<file path="config.mk">
export PLATFORM = sky130hd
export DESIGN_NAME = ifetch
export DESIGN_NICKNAME = d
export VERILOG_FILES = /design/src/rtl/ifetch.sv
export SDC_FILE = /design/constraint.sdc
export NUM_CORES = 1
export LEC_CHECK = 0
export BUFFER_PORTS_ARGS = -buffer_cell sky130_fd_sc_hd__buf_2
export CAP_MARGIN = 20
export CORE_ASPECT_RATIO = 1.75
export CORE_MARGIN = 2
export CORE_UTILIZATION = 47
export DETAILED_ROUTE_END_ITERATION = 7
export PLACE_DENSITY = 0.8
export SLEW_MARGIN = 20
export SYNTH_ARGS = -nofsm -noshare
export SYNTH_HDL_FRONTEND = slang
export SYNTH_SLANG_ARGS = --single-unit
</file>
<file path="constraint.sdc">
create_clock -name clock -period 1.6 [get_ports clock]
set_input_delay 0.32 -clock clock [delete_from_list [all_inputs] [get_ports clock]]
set_output_delay 0.32 -clock clock [all_outputs]
set_load 0.02 [all_outputs]
</file>
<file path="src/rtl/ifetch.sv">
// Instruction fetch stage: samples the PC, reads instruction memory over a
// req/ack handshake and holds the fetched word in a one-entry IR for decode.
//
// Ports:
//   clock, n_rst        rising-edge clock, async active-low reset
//   pc / pc_step        PC value in, PC advance enable out
//   flush               taken-branch pulse, discards in-flight/held fetch
//   mem_req/mem_addr    registered read request to instruction memory
//   mem_ack/mem_rdata   one-cycle read completion with data
//   ir/ir_pc/ir_valid   instruction register, its address, valid flag
//   ir_ready            decoder accepts ir this cycle
module ifetch #(
    parameter int DATA_W = 16,
    parameter int ADDR_W = 16
) (
    input  logic              clock,
    input  logic              n_rst,
    input  logic [ADDR_W-1:0] pc,
    output logic              pc_step,
    input  logic              flush,
    output logic              mem_req,
    output logic [ADDR_W-1:0] mem_addr,
    input  logic              mem_ack,
    input  logic [DATA_W-1:0] mem_rdata,
    output logic [DATA_W-1:0] ir,
    output logic [ADDR_W-1:0] ir_pc,
    output logic              ir_valid,
    input  logic              ir_ready
);

    typedef enum logic [1:0] {
        IDLE,
        REQ,
        HOLD,
        DROP
    } state_t;

    state_t            state;
    state_t            state_nx;
    logic              req_nx;
    logic [ADDR_W-1:0] addr_nx;
    logic [DATA_W-1:0] ir_nx;
    logic [ADDR_W-1:0] ir_pc_nx;
    logic              valid_nx;
    logic              step_nx;

    always_ff @(posedge clock or negedge n_rst) begin
        if (!n_rst) begin
            state    <= IDLE;
            mem_req  <= 1'b0;
            mem_addr <= '0;
            ir       <= '0;
            ir_pc    <= '0;
            ir_valid <= 1'b0;
            pc_step  <= 1'b0;
        end else begin
            state    <= state_nx;
            mem_req  <= req_nx;
            mem_addr <= addr_nx;
            ir       <= ir_nx;
            ir_pc    <= ir_pc_nx;
            ir_valid <= valid_nx;
            pc_step  <= step_nx;
        end
    end

    always_comb begin
        state_nx = state;
        req_nx   = mem_req;
        addr_nx  = mem_addr;
        ir_nx    = ir;
        ir_pc_nx = ir_pc;
        valid_nx = ir_valid;
        step_nx  = 1'b0;
        unique case (state)
            IDLE: begin
                // A flush here means pc is being reloaded this edge;
                // wait one edge so the request uses the branch target.
                if (!flush) begin
                    req_nx   = 1'b1;
                    addr_nx  = pc;
                    state_nx = REQ;
                end
            end
            REQ: begin
                if (mem_ack) begin
                    req_nx = 1'b0;
                    if (flush) begin
                        state_nx = IDLE;
                    end else begin
                        ir_nx    = mem_rdata;
                        ir_pc_nx = mem_addr;
                        valid_nx = 1'b1;
                        step_nx  = 1'b1;
                        state_nx = HOLD;
                    end
                end else if (flush) begin
                    // Request stays up; its data is stale once it lands.
                    state_nx = DROP;
                end
            end
            HOLD: begin
                if (flush || ir_ready) begin
                    valid_nx = 1'b0;
                    state_nx = IDLE;
                end
            end
            DROP: begin
                if (mem_ack) begin
                    req_nx   = 1'b0;
                    state_nx = IDLE;
                end
            end
            default: begin
                state_nx = IDLE;
            end
        endcase
    end

endmodule

</file>
==> impl_metrics.sql, run 1 <==
INSERT INTO impl_metrics (metric_group, metric, value, unit) VALUES
('clocking', 'hold_buffers', '0', ''),
('sta', 'skew', '2.478', 'ps'),
('drt', 'post_route_antenna_net_violation_count', '0', ''),
('outcome', 'status', 'finished, final reports clean', ''),
('drt', 'detail_route.vias_per_cell', '4.940', ''),
('floorplan', 'dieHeight', '92.34', 'um'),
('run', 'max-cap-violations', '0', ''),
('critical_path', 'critical_path.max_fanout', '19', ''),
('sta', 'setup_repair_after_global_routing_missed_its_margin', 'no', ''),
('placement', 'dp_hpwl', '2.896', 'mm'),
('sta', 'fmaxAchievable', '0.6860', 'GHz'),
('synthesis', 'synthesis.yosys.warnings', '0', ''),
('cells_and_area', 'nNetsFinal', '252', ''),
('synthesis', 'post-synth-top-area-fraction', '0.6328', ''),
('synthesis', 'ys_ff_latch', '53', ''),
('clocking', 'cts_setup_buffers', '0', ''),
('global_route', 'gr-usage-all-layers', '0.1683', ''),
('sta', 'summed_negative_setup_slack_over_all_endpoints', '0', 'ps'),
('floorplan', 'fp.coreArea', '4364', 'um^2'),
('synthesis', 'synth_largest_area_cell', 'sky130_fd_sc_hd__dfrtp_1', ''),
('clocking', 'htree_levels', '2', ''),
('floorplan', 'die_w', '54.48', 'um'),
('synthesis', 'yosys.cell_types.count', '19', ''),
('clocking', 'cts.sinks', '53', ''),
('drt', 'wire_per_inst', '14.84', 'um'),
('sta', 'timing.max_slew.rel_slack', '0.7962', ''),
('drt', 'drt_first_pass_iters', '3', ''),
('critical_path', 'critical_path_required', '1780', 'ps'),
('critical_path', 'critPathLaunchType', 'register', ''),
('critical_path', 'critical_path_class', 'register to register', ''),
('drt', 'drc_errors', '0', ''),
('pwr', 'power_density', '2116', 'nW/um^2'),
('global_route', 'grt-ovfl-total', '0', ''),
('sta', 'final_hold_viol_count', '0', ''),
('synthesis', 'cell_area_after_synthesis', '2096', 'um^2'),
('floorplan', 'io-pin-count', '88', ''),
('clocking', 'clock_latency', '290', 'ps'),
('critical_path', 'endpoint_kind', 'register', ''),
('hold_path', 'holdCritPathClass', 'input port to register', ''),
('pwr', 'report.power.total', '5729', 'uW'),
('synthesis', 'synth_cells', '120', ''),
('clocking', 'cts.repair.resized', '0', ''),
('floorplan', 'design.die.area', '5030', 'um^2'),
('cells_and_area', 'area.growth.synth_to_final', '29.19', '%'),
('synthesis', 'synth.area.top_cells', 'sky130_fd_sc_hd__dfrtp_1 (63%), sky130_fd_sc_hd__mux2_2 (13%), sky130_fd_sc_hd__mux2_4 (12%)', ''),
('sta', 'drv_slew', '0', ''),
('pwr', 'worst_ir_drop_vdd', '1212', 'uV'),
('floorplan', 'floorplan.initialDensity', '0.4802', ''),
('global_route', 'grt_pass1_vias', '1290', ''),
('clocking', 'ctsRootBufferMaster', 'sky130_fd_sc_hd__clkbuf_8', ''),
('floorplan', 'core.rowCount', '32', ''),
('drt', 'drt_wl_total', '3.962', 'mm'),
('clocking', 'tritoncts.num_buffers', '5', ''),
('sta', 'setup_viol_count_final', '0', ''),
('cells_and_area', 'drive_above_1_share', '0.6667', ''),
('sta', 'worst_slew_pin_slew', '305.6', 'ps'),
('global_route', 'grt_first_pass_wirelength', '6.120', 'mm'),
('synthesis', 'avgSynthCellArea', '17.46', 'um^2'),
('synthesis', 'synth_sequential_area_ratio', '0.6328', ''),
('critical_path', 'arrival', '1640', 'ps'),
('sta', 'final.period_utilization', '0.9110', ''),
('placement', 'place.gp.congestion', '0.7633', ''),
('clocking', 'clkTransAtPathRegs', '90', 'ps'),
('clocking', 'cts-root-to-sink-buffers', '2', ''),
('clocking', 'tritoncts', 'yes', ''),
('global_route', 'grt_max_degree', '54', ''),
('placement', 'port_buffers', '87', ''),
('synthesis', 'synth.net_count', '157', ''),
('drt', 'route.vias.total', '1319', ''),
('sta', 'final_period_minus_worst_setup_slack', '1458', 'ps'),
('cells_and_area', 'insertedDiodeCount', '0', ''),
('global_route', 'grt_antenna_before_repair', '0', ''),
('pwr', 'leakage', '0.001374', 'uW'),
('drt', 'dr.first_iter.drc_count', '6', '');
registers in the layout, summed over array words and instances (netlist names):
name,count
state,2
ir,16
mem_addr,16
mem_req,1
ir_valid,1
pc_step,1
ir_pc,16
cell usage after synthesis:
cell	n
sky130_fd_sc_hd__buf_6	3
sky130_fd_sc_hd__o31ai_1	1
sky130_fd_sc_hd__buf_12	1
sky130_fd_sc_hd__nand3_4	1
sky130_fd_sc_hd__nor2_2	1
sky130_fd_sc_hd__mux2_1	7
sky130_fd_sc_hd__nand3b_1	1
sky130_fd_sc_hd__nand3_1	1
sky130_fd_sc_hd__inv_1	2
sky130_fd_sc_hd__inv_6	1
sky130_fd_sc_hd__dfrtp_1	53
sky130_fd_sc_hd__nor2_1	2
sky130_fd_sc_hd__o2bb2ai_1	1
sky130_fd_sc_hd__o211ai_1	1
sky130_fd_sc_hd__nor3_4	1
sky130_fd_sc_hd__mux2_2	24
sky130_fd_sc_hd__a21o_1	1
sky130_fd_sc_hd__mux2_4	17
sky130_fd_sc_hd__nand2_1	1
where the power goes:
part           leakage, uW  internal [uW]  switching, uW
registers         0.000630           2000            400
logic             0.000689           1150           1390
clock network    0.0000542            391            398
worst paths after layout:
path	startpoint	end	slack, ps	depth (start not counted)
min in group asynchronous	n_rst	mem_addr[4]$_DFFE_PN0P_	540	3
hold reg to reg	ir_pc[1]$_DFFE_PN0P_	ir_pc[1]$_DFFE_PN0P_	510	1
setup reg to reg	state[1]$_DFFE_PN0P_	ir[15]$_DFFE_PN0P_	140	4
hold / removal	pc[5]	mem_addr[5]$_DFFE_PN0P_	240	2
setup / recovery	state[1]$_DFFE_PN0P_	ir[15]$_DFFE_PN0P_	140	4
max in group asynchronous	n_rst	state[1]$_DFFE_PN0P_	830	3
metrics by stage:
step	hold WS (ps)	cell area (um^2)	utilization	std cells	setup WS (ps)
finish	239.6	2708	0.6204	267	142.3
CTS	6.168	2698	0.6181	266	153.8
floorplan	24.41	2096	-	120	150.6
detailed placement	333.3	2596	0.5949	258	100.2
global route	227.7	2708	0.6204	267	71.64
global placement	328.7	2596	0.5949	258	149.3
critical path, cell delays in order, from the launching register on:
cell and delay [ps]:
sky130_fd_sc_hd__dfrtp_1 410, sky130_fd_sc_hd__nor2_2 180, sky130_fd_sc_hd__nand3_4 160, sky130_fd_sc_hd__inv_6 220, sky130_fd_sc_hd__mux2_2 360
final cells by class:
class                   instances  area [um^2]
inverters                       3        16.27
multi-input cells              60        699.4
fillers                       357         1657
well taps                      51        63.81
clock inverters                 1        5.005
clock buffers                   7        96.34
repair buffers                 92        500.5
flip-flops and latches         53         1326
layer usage:
metal	part of all wire	routed length, um	vias to the layer above	global-route usage
met5	0	0	-	0
met4	0.012	47	0	0.06250
met3	0.047	186	5	0.04355
met2	0.55	2181	43	0.2751
met1	0.39	1547	664	0.2068
li1	-	-	607	-
cell usage in the layout, fill, tap and decap left out, drive strengths merged:
cell type    synthesis  final
clkinv               0      1
dfrtp               53     53
o2bb2ai              1      1
clkbuf               0      7
o31ai                1      1
nand3b               1      1
inv                  3      3
mux2                48     48
dlygate4sd3          0      1
o211ai               1      1
nor3                 1      1
buf                  4     91
a21o                 1      1
nand3                2      2
nand2                1      1
nor2                 3      3
cells by family (layout without fill, tap and decap cells):
kind of cell / Yosys count / count (layout) / synth area share
AO/OA/AOI/OAI: 4 / 4 / 0.01493
AND/OR/NAND/NOR: 8 / 8 / 0.03045
multiplexers: 48 / 48 / 0.2884
flip-flops: 53 / 53 / 0.6328
buffers and inverters: 7 / 103 / 0.03343
Power figures use the tool's default switching activity.
==> run 2: changes to the inputs <==
CORE_UTILIZATION = 49   (was 47)
CTS_BUF_LIST = sky130_fd_sc_hd__clkbuf_8   (was unset)
PLACE_DENSITY = 0.83   (was 0.8)
==> run 2 against run 1 <==
The run now ends with hold timing left. Combinational power is essentially flat. Power grew 1.5%. Critical endpoint is now mem_addr[5]$_DFFE_PN0P_. Core utilization grew 3.8 points. Cell area is essentially flat. Flip-flop and latch count is the same. Clock power grew 14%. Sequential power is essentially flat. Non-clock buffer count is the same. Setup slack gained 6.6 ps. Critical path type unchanged.
==> impl_metrics.sql, run 2 (same netlist as run 1, synthesis figures left out) <==
INSERT INTO impl_metrics (metric_group, metric, value, unit) VALUES
('sta', 'skew', '6.747', 'ps'),
('clocking', 'cts.sinks', '53', ''),
('pwr', 'power_density', '2150', 'nW/um^2'),
('critical_path', 'critical_path.reg2reg.startpoint', 'state[1]$_DFFE_PN0P_', ''),
('cells_and_area', 'insertedDiodeCount', '0', ''),
('clocking', 'cts_setup_buffers', '0', ''),
('sta', 'final_hold_viol_count', '3', ''),
('clocking', 'cts-root-to-sink-buffers', '2', ''),
('outcome', 'status', 'finished with violations', ''),
('pwr', 'report.power.total', '5816', 'uW'),
('global_route', 'grt_first_pass_wirelength', '6.147', 'mm'),
('clocking', 'tritoncts.num_buffers', '5', ''),
('pwr', 'leakage', '0.001379', 'uW'),
('clocking', 'ctsRootBufferMaster', 'sky130_fd_sc_hd__clkbuf_8', ''),
('sta', 'summed_negative_setup_slack_over_all_endpoints', '0', 'ps'),
('cells_and_area', 'drive_above_1_share', '0.6667', ''),
('placement', 'dp_hpwl', '2.940', 'mm'),
('clocking', 'clock_latency', '290', 'ps'),
('pwr', 'switching_share', '0.3733', ''),
('sta', 'final.hold.worst_slack', '-3.357', 'ps'),
('clocking', 'tritoncts', 'yes', ''),
('cells_and_area', 'footprint_of_the_multi_input_gates', '699.4', 'um^2'),
('hold_path', 'holdCritPathClass', 'input port to asynchronous set/reset pin', ''),
('floorplan', 'design.die.area', '4837', 'um^2'),
('placement', 'place.gp.congestion', '0.8130', ''),
('critical_path', 'endpoint_kind', 'register', ''),
('critical_path', 'critPathMaxStageDelay', '430', 'ps'),
('global_route', 'grt_pass1_vias', '1337', ''),
('sta', 'final_period_minus_worst_setup_slack', '1451', 'ps'),
('sta', 'timing.max_slew.rel_slack', '0.7846', ''),
('drt', 'post_route_antenna_net_violation_count', '0', ''),
('placement', 'pre_cts_slack', '139.5', 'ps'),
('critical_path', 'critical_path.max_fanout', '10', ''),
('critical_path', 'arrival', '1630', 'ps'),
('placement', 'port_buffers', '87', ''),
('cells_and_area', 'finish.utilization', '0.6579', ''),
('clocking', 'clkTransAtPathRegs', '90', 'ps'),
('sta', 'worst_slew_pin_slew', '323.0', 'ps'),
('sta', 'setup_viol_count_final', '0', ''),
('floorplan', 'dieHeight', '90.52', 'um'),
('floorplan', 'floorplan.initialDensity', '0.5097', ''),
('drt', 'drt_first_pass_iters', '2', ''),
('cells_and_area', 'final_cell_mix', 'sky130_fd_sc_hd__buf_2 (87), sky130_fd_sc_hd__dfrtp_1 (53), sky130_fd_sc_hd__mux2_2 (24), sky130_fd_sc_hd__mux2_4 (17), sky130_fd_sc_hd__mux2_1 (7)', ''),
('critical_path', 'cpMaxStageDelayCell', 'sky130_fd_sc_hd__dfrtp_1', ''),
('critical_path', 'critPathLaunchType', 'register', ''),
('floorplan', 'core.rowCount', '31', ''),
('drt', 'dr.first_iter.drc_count', '11', ''),
('run', 'max-cap-violations', '0', ''),
('floorplan', 'die_w', '53.44', 'um'),
('cells_and_area', 'nNetsFinal', '252', ''),
('cells_and_area', 'final-seq-area', '1326', 'um^2'),
('clocking', 'hold_buffers', '0', ''),
('critical_path', 'critical_path_class', 'register to register', ''),
('floorplan', 'fp.coreArea', '4111', 'um^2'),
('cells_and_area', 'largestRegisters', 'ir (16), ir_pc (16), mem_addr (16)', ''),
('clocking', 'cts.repair.resized', '0', ''),
('critical_path', 'cp_cell_sequence', 'buf_4 > nor3_4 > buf_4 > mux2_1', ''),
('sta', 'fmaxAchievable', '0.6892', 'GHz'),
('sta', 'final.period_utilization', '0.9069', ''),
('drt', 'detail_route.vias_per_cell', '4.925', ''),
('critical_path', 'reg2regPathDepth', '4', ''),
('drt', 'drt_wl_total', '3.874', 'mm'),
('sta', 'drv_slew', '0', ''),
('drt', 'drc_errors', '0', ''),
('sta', 'setup_repair_after_global_routing_missed_its_margin', 'no', ''),
('pwr', 'internal-power', '3645', 'uW'),
('sta', 'final_critical_path_setup_slack', '149.0', 'ps'),
('cells_and_area', 'layout_commonest_cell', 'sky130_fd_sc_hd__buf_2', ''),
('pwr', 'worst_ir_drop_vdd', '1673', 'uV'),
('global_route', 'grt-ovfl-total', '0', ''),
('clocking', 'htree_levels', '2', ''),
('pwr', 'power.share.combinational', '0.433', ''),
('critical_path', 'critical_path_required', '1780', 'ps'),
('drt', 'route.vias.total', '1305', ''),
('critical_path', 'reg2reg_setup_slack', '150', 'ps'),
('global_route', 'grt_antenna_before_repair', '0', ''),
('pwr', 'clock_power_share', '0.155', ''),
('drt', 'wire_per_inst', '14.62', 'um'),
('critical_path', 'endpoint_of_the_worst_register_to_register_path', 'mem_addr[5]$_DFFE_PN0P_', ''),
('placement', 'placed_cells_incl_taps', '257', ''),
('pwr', 'p_sw', '2171', 'uW'),
('critical_path', 'crit_buf_inv', '2', ''),
('global_route', 'gr-usage-all-layers', '0.1701', ''),
('critical_path', 'cpLargestDelayFamily', 'flip-flops', ''),
('pwr', 'seq_power_share', '0.413', ''),
('floorplan', 'io-pin-count', '88', ''),
('cells_and_area', 'final_cells', '265', ''),
('outcome', 'violations', 'hold timing', ''),
('cells_and_area', 'area.growth.synth_to_final', '29.07', '%'),
('critical_path', 'cp_common_cell', 'sky130_fd_sc_hd__buf_4', ''),
('global_route', 'grt_max_degree', '54', ''),
('cells_and_area', 'n_fill_cell', '332', '');
[run 2: changes by cell type in the layout (fill, tap and decap cells not counted), sizes merged]
| cell | previous run | this run |
|---|---|---|
| buf | 91 | 92 |
| bufinv | 0 | 1 |
| clkbuf | 7 | 6 |
| clkinv | 1 | 0 |
| dlygate4sd3 | 1 | 0 |
| inv | 3 | 4 |
[run 2: worst register-to-register path, cell delays in order (launching register included)]
cell                      delay, ps
sky130_fd_sc_hd__dfrtp_1        430
sky130_fd_sc_hd__buf_4          160
sky130_fd_sc_hd__nor3_4         180
sky130_fd_sc_hd__buf_4          220
sky130_fd_sc_hd__mux2_1         350
[run 2: layer usage]
metal | routed length (um) | GRT usage | share of wire
met1 | 1444 | 0.2005 | 0.37
met2 | 2063 | 0.2953 | 0.53
met3 | 327 | 0.04305 | 0.084
met4 | 39 | 0.04487 | 0.010
met5 | 0 | 0 | 0
[run 2: worst max path at each step]
stage	start	to	slack, ps	depth (start not counted)
after global routing	state[1]$_DFFE_PN0P_	mem_addr[5]$_DFFE_PN0P_	70	4
after detailed placement	state[1]$_DFFE_PN0P_	mem_addr[0]$_DFFE_PN0P_	140	4
final	state[1]$_DFFE_PN0P_	mem_addr[5]$_DFFE_PN0P_	150	4
after global placement	state[1]$_DFFE_PN0P_	mem_addr[1]$_DFFE_PN0P_	170	4
after floorplan	state[0]$_DFFE_PN0P_	mem_addr[7]$_DFFE_PN0P_	150	4
after CTS	state[1]$_DFFE_PN0P_	mem_addr[5]$_DFFE_PN0P_	130	4
[run 2: per-stage QoR]
stage / area, um^2 / hold slack [ps]
floorplan: 2096 / 24.41
global placement: 2589 / 330.0
detailed placement: 2589 / 335.2
CTS: 2705 / 8.822
global route: 2705 / 12.67
finish: 2705 / -3.357
[run 2: final cells by class]
class                      instances  share of cell area
clock buffer                       6             0.03053
clock inverter                     2             0.01249
inverter                           3            0.006013
multi-input combinational         60              0.2586
sequential                        53              0.4903
tap                               49             0.02266
timing repair buffer              92              0.1795
[run 2: power by group through the flow]
stage	registers [uW]	logic [uW]	clock network [uW]
floorplan	3190	891	0
global route	2490	2680	987
global placement	2400	2500	0
CTS	2400	2560	923
detailed placement	2420	2550	0
finish	2400	2520	899
